**config.mk**
```make
export PLATFORM = sky130hd
export DESIGN_NAME = serout_arbiter
export DESIGN_NICKNAME = d
export VERILOG_FILES = /design/src/rtl/serout_arbiter.sv
export SDC_FILE = /design/constraint.sdc
export NUM_CORES = 1
export LEC_CHECK = 0
export CORE_MARGIN = 10
export CORE_UTILIZATION = 49
export CTS_BUF_LIST = sky130_fd_sc_hd__clkbuf_8
export CTS_CLUSTER_SIZE = 20
export DETAILED_ROUTE_END_ITERATION = 6
export GPL_ROUTABILITY_DRIVEN = 0
export PLACE_DENSITY = 0.89
export RECOVER_POWER = 25
export SLEW_MARGIN = 5
export SYNTH_ARGS = -nofsm -noshare
export SYNTH_HDL_FRONTEND = slang
export SYNTH_SLANG_ARGS = --single-unit
```
**constraint.sdc**
```tcl
create_clock -name CLK -period 5.8 [get_ports CLK]
set_clock_uncertainty 0.05 [all_clocks]
set_input_delay 0.58 -clock CLK [delete_from_list [all_inputs] [get_ports CLK]]
set_output_delay 0.58 -clock CLK [all_outputs]
set_load 0.02 [all_outputs]
```
**src/rtl/serout_arbiter.sv**
```systemverilog
// serout_arbiter: round-robin arbiter driving one framed serial output.
// Define SEROUT_PARITY_EN to append an odd-parity slot after the data bits.
module serout_arbiter #(
  parameter int NREQ      = 4,
  parameter int WORD_W    = 26,
  parameter int GAP_SLOTS = 1
) (
  input  logic                    CLK,
  input  logic                    RST,
  input  logic                    BIT_EN,
  input  logic                    ENA,
  input  logic [NREQ-1:0]         REQ,
  input  logic [NREQ*WORD_W-1:0]  DATA,
  output logic [NREQ-1:0]         ACK,
  output logic [$clog2(NREQ)-1:0] GNT_ID,
  output logic                    BUSY,
  output logic                    FRAME,
  output logic                    SDO
);
  localparam int IDW = $clog2(NREQ);
  localparam int CW  = $clog2(WORD_W + 1);
  localparam int GW  = $clog2(GAP_SLOTS + 1);

  typedef enum logic [1:0] {
    S_IDLE = 2'd0,
    S_DATA = 2'd1,
`ifdef SEROUT_PARITY_EN
    S_PAR  = 2'd3,
`endif
    S_GAP  = 2'd2
  } state_t;

  state_t            state_q, state_d;
  logic [IDW-1:0]    ptr_q, ptr_d;
  logic [WORD_W-1:0] shift_q, shift_d;
  logic [CW-1:0]     bcnt_q, bcnt_d;
  logic [GW-1:0]     gcnt_q, gcnt_d;
  logic [NREQ-1:0]   ack_q, ack_d;
  logic [IDW-1:0]    gnt_q, gnt_d;
  logic              busy_q, busy_d;
  logic              frame_q, frame_d;
  logic              sdo_q, sdo_d;
`ifdef SEROUT_PARITY_EN
  logic              par_q, par_d;
`endif

  logic [WORD_W-1:0] words [NREQ];
  logic              req_any;
  logic [IDW-1:0]    win;
  logic [IDW-1:0]    idx;

  always_comb begin
    for (int i = 0; i < NREQ; i++) begin
      words[i] = DATA[i*WORD_W +: WORD_W];
    end
  end

  // First requester at or after the pointer, wrapping.
  always_comb begin
    req_any = 1'b0;
    win     = '0;
    idx     = '0;
    for (int i = 0; i < NREQ; i++) begin
      idx = IDW'((int'(ptr_q) + i) % NREQ);
      if (!req_any && REQ[idx]) begin
        req_any = 1'b1;
        win     = idx;
      end
    end
  end

  always_comb begin
    state_d = state_q;
    ptr_d   = ptr_q;
    shift_d = shift_q;
    bcnt_d  = bcnt_q;
    gcnt_d  = gcnt_q;
    ack_d   = '0;
    gnt_d   = gnt_q;
    busy_d  = busy_q;
    frame_d = frame_q;
    sdo_d   = sdo_q;
`ifdef SEROUT_PARITY_EN
    par_d   = par_q;
`endif
    if (BIT_EN) begin
      case (state_q)
        S_IDLE: begin
          frame_d = 1'b0;
          sdo_d   = 1'b0;
          busy_d  = 1'b0;
          if (ENA && req_any) begin
            shift_d    = words[win];
            ack_d[win] = 1'b1;
            gnt_d      = win;
            busy_d     = 1'b1;
            frame_d    = 1'b1;
            bcnt_d     = CW'(WORD_W);
            ptr_d      = IDW'((int'(win) + 1) % NREQ);
            state_d    = S_DATA;
`ifdef SEROUT_PARITY_EN
            par_d      = ~^words[win];
`endif
          end
        end
        S_DATA: begin
          frame_d = 1'b1;
          sdo_d   = shift_q[WORD_W-1];
          shift_d = shift_q << 1;
          bcnt_d  = bcnt_q - CW'(1);
          if (bcnt_q == CW'(1)) begin
`ifdef SEROUT_PARITY_EN
            state_d = S_PAR;
`else
            state_d = S_GAP;
            gcnt_d  = GW'(GAP_SLOTS);
`endif
          end
        end
`ifdef SEROUT_PARITY_EN
        S_PAR: begin
          frame_d = 1'b1;
          sdo_d   = par_q;
          state_d = S_GAP;
          gcnt_d  = GW'(GAP_SLOTS);
        end
`endif
        S_GAP: begin
          frame_d = 1'b0;
          sdo_d   = 1'b0;
          gcnt_d  = gcnt_q - GW'(1);
          if (gcnt_q == GW'(1)) begin
            busy_d  = 1'b0;
            state_d = S_IDLE;
          end
        end
        default: state_d = S_IDLE;
      endcase
    end
  end

  always_ff @(posedge CLK or posedge RST) begin
    if (RST) begin
      state_q <= S_IDLE;
      ptr_q   <= '0;
      shift_q <= '0;
      bcnt_q  <= '0;
      gcnt_q  <= '0;
      ack_q   <= '0;
      gnt_q   <= '0;
      busy_q  <= 1'b0;
      frame_q <= 1'b0;
      sdo_q   <= 1'b0;
`ifdef SEROUT_PARITY_EN
      par_q   <= 1'b0;
`endif
    end else begin
      state_q <= state_d;
      ptr_q   <= ptr_d;
      shift_q <= shift_d;
      bcnt_q  <= bcnt_d;
      gcnt_q  <= gcnt_d;
      ack_q   <= ack_d;
      gnt_q   <= gnt_d;
      busy_q  <= busy_d;
      frame_q <= frame_d;
      sdo_q   <= sdo_d;
`ifdef SEROUT_PARITY_EN
      par_q   <= par_d;
`endif
    end
  end

  assign ACK    = ack_q;
  assign GNT_ID = gnt_q;
  assign BUSY   = busy_q;
  assign FRAME  = frame_q;
  assign SDO    = sdo_q;

endmodule

```
==> impl_metrics.ini <==
[critical_path]
crit_path_start_kind = flop
worstPathArrival_ps = 3150
endpoint_kind = flop
crit_type = reg2reg
cp.required_ps = 5880
critPathMaxFanout = 80

[clock_tree]
clkSinkCount = 45
root_buffer = clkbuf_8
htree_levels = 2
cts_buffers = 5
cts_setup_buffers = 0
cts_tree = done
postCtsHoldBufs = 0
ctsResizeCount = 0
insertion_delay_ps = 290
ctsLongestPathBuffers = 2
clk_pin_slew_ps = 80

[grt]
grt_max_degree = 81
grt_antenna_before_repair = 0
grt_pass1_wl_um = 16300
grt_pass1_vias = 3291
grt_usage_pct = 19.7
grt_remaining_overflow = 0

[routing]
remaining_drc_errors = 0
vias = 3201
wl_per_cell_um = 19.1
routed_wl_um = 9990
drtPass1Iterations = 5
viasPerCell = 6.12
ant_nets = 0
drtIter0Drc = 203

[floorplan]
io_pins = 121
design.core.area_um2 = 6030
rows = 28
die_w_um = 99.3
initial_core_util_pct = 51.1
dieHeight_um = 99.3
dieArea_um2 = 9850

[pwr]
powerDensity_nw_per_um2 = 395
p_leak_nw = 1.66
ir_worst_vdd_uv = 256

[placed_design]
port_buffers = 120
dp_cells = 515
place_hpwl_um = 7100
place_area_um2 = 4220
dp_slack_ps = 2550

[cells_and_area]
stdcell_count = 523
layout_common_cells = 118 x clkdlybuf4s50_1, 49 x o21ai_0, 45 x dfrtp_1
multi_input_area_um2 = 1760
drive_above_1_share_pct = 4.02
n_fill_cell = 469
regArea_um2 = 1130
final_util_pct = 72.0
fin_nets = 566
layout_commonest_cell = clkdlybuf4s50_1
postLayoutCellArea_um2 = 4340
n_antenna_cell = 0
areaGrowthSynthToFinish_pct = 40.9

[sta]
slew_violations = 46
timing.final.crit_share_pct = 52.9
max_slew_margin_pct = -15.2
worst_pin_slew_ps = 1730
min_period_ps = 3070
postLayoutSetupSlackWorst_ps = 2730
setup_tns_ps = 0
setup_viol = 0
finalHoldViolations = 0
rsz0062_at_grt = false
max_freq_ghz = 0.326

[yosys]
synth_async_sr_flop_share_pct = 100
synth-seq-cells = 45
syn_inst = 355
synth_top_family_by_area = compound AO/OA/AOI/OAI gates
synth_compound_area_share_pct = 35.1
synth_area_leaders = dfrtp_1 37%, o21ai_0 8.0%, a221oi_1 7.1%
ys_seq_area_share_pct = 36.6
yosys.area_share.simple_pct = 17.4
ys.flop_type = dfrtp_1
avgSynthCellArea_um2 = 8.67
synth_xor_xnor_area_share_pct = 0.853
synthMuxAreaShare_pct = 0.691
syn_area_um2 = 3080
yosysWarnings = 0
synth_edf_count = 0
synthAdderAreaFrac_pct = 2.44
syn_nets = 473
ys_types = 46
yosys.area.top_type = dfrtp_1
synthDominantCellAreaShare_pct = 36.6

[status]
violations = capacitance limit, slew limit
status = complete, but fails checks

[hold_path]
hold_class = reg2reg

[run]
cap_violations = 1
-- report_power, final --
part	internal (mW)	switching, mW
combinational	0.411	0.534
sequential	0.456	0.0870
clock	0.125	0.102
total	0.992	0.723
-- layout make-up --
cell class	instances	area share, %
clock buffer	5	1.59
clock inverter	2	0.808
tap	75	2.16
timing repair buffer	122	28.2
sequential	45	26.0
inverter	7	0.606
multi-input combinational	267	40.7
-- kinds of logic (layout without fill, tap and decap cells) --
logic type,Yosys count,in the layout
adder cells (fa/ha/maj),6,6
multiplexers,2,2
AO/OA/AOI/OAI,162,162
AND/OR/NAND/NOR,94,94
flip-flops,45,45
buffers and inverters,43,136
XOR/XNOR,3,3
-- sequential cells by signal, indices dropped and copies added, names as in the netlist --
register and count:
ACK 4, FRAME 1, ptr_q 2, state_q 2, BUSY 1, SDO 1
bcnt_q 5, GNT_ID 2, shift_q 26, gcnt_q 1
-- final timing paths --
kind                                 start         end  slack (ps)  depth (start not counted)
worst max-delay path            state_q[1]  shift_q[5]        2730                          8
min in group asynchronous              RST      ACK[0]        1230                          2
worst min-delay path                gcnt_q      gcnt_q         440                          1
worst max register to register  state_q[1]  shift_q[5]        2730                          8
max in group asynchronous              RST      ACK[2]        3480                          2
worst min register to register      gcnt_q      gcnt_q         440                          1
-- metrics by stage --
step / power [mW] / hold slack, ps
after floorplan: 1.22 / 400
after global placement: 1.44 / 416
after detailed placement: 1.47 / 426
after CTS: 1.70 / 438
after global routing: 1.85 / 452
final: 1.72 / 442
-- critical path: stages, from the launching register on --
cell and delay [ps]:
dfrtp_1 430, inv_1 100, ha_2 920, nand3b_1 290
o21ai_4 110, buf_4 560, nand3b_1 190, o21ai_1 170
a31oi_1 70
-- cells in the mapped netlist (2+ instances only) --
master,number
buf_2,10
inv_1,7
o21ai_0,49
xor2_1,3
nand2b_1,4
nand3_1,29
a22o_1,2
a31oi_1,28
clkbuf_1,17
buf_1,4
a21oi_1,7
a21o_1,29
or2_2,2
a221oi_1,25
buf_8,2
dfrtp_1,45
nand2_1,12
ha_1,6
a211oi_1,2
buf_6,2
nor2_1,11
nand3b_1,26
o21ai_1,10
-- routing by layer --
metal / share of wire, % / wire length, um / up-vias / track usage (%)
met5: 0 / 0 / - / 0
met4: 0.85 / 85 / 0 / 5.95
met3: 10 / 1000 / 12 / 7.40
met2: 48 / 4810 / 133 / 32.5
met1: 41 / 4090 / 1519 / 23.3
li1: - / - / 1537 / -
Power figures use the tool's default switching activity.
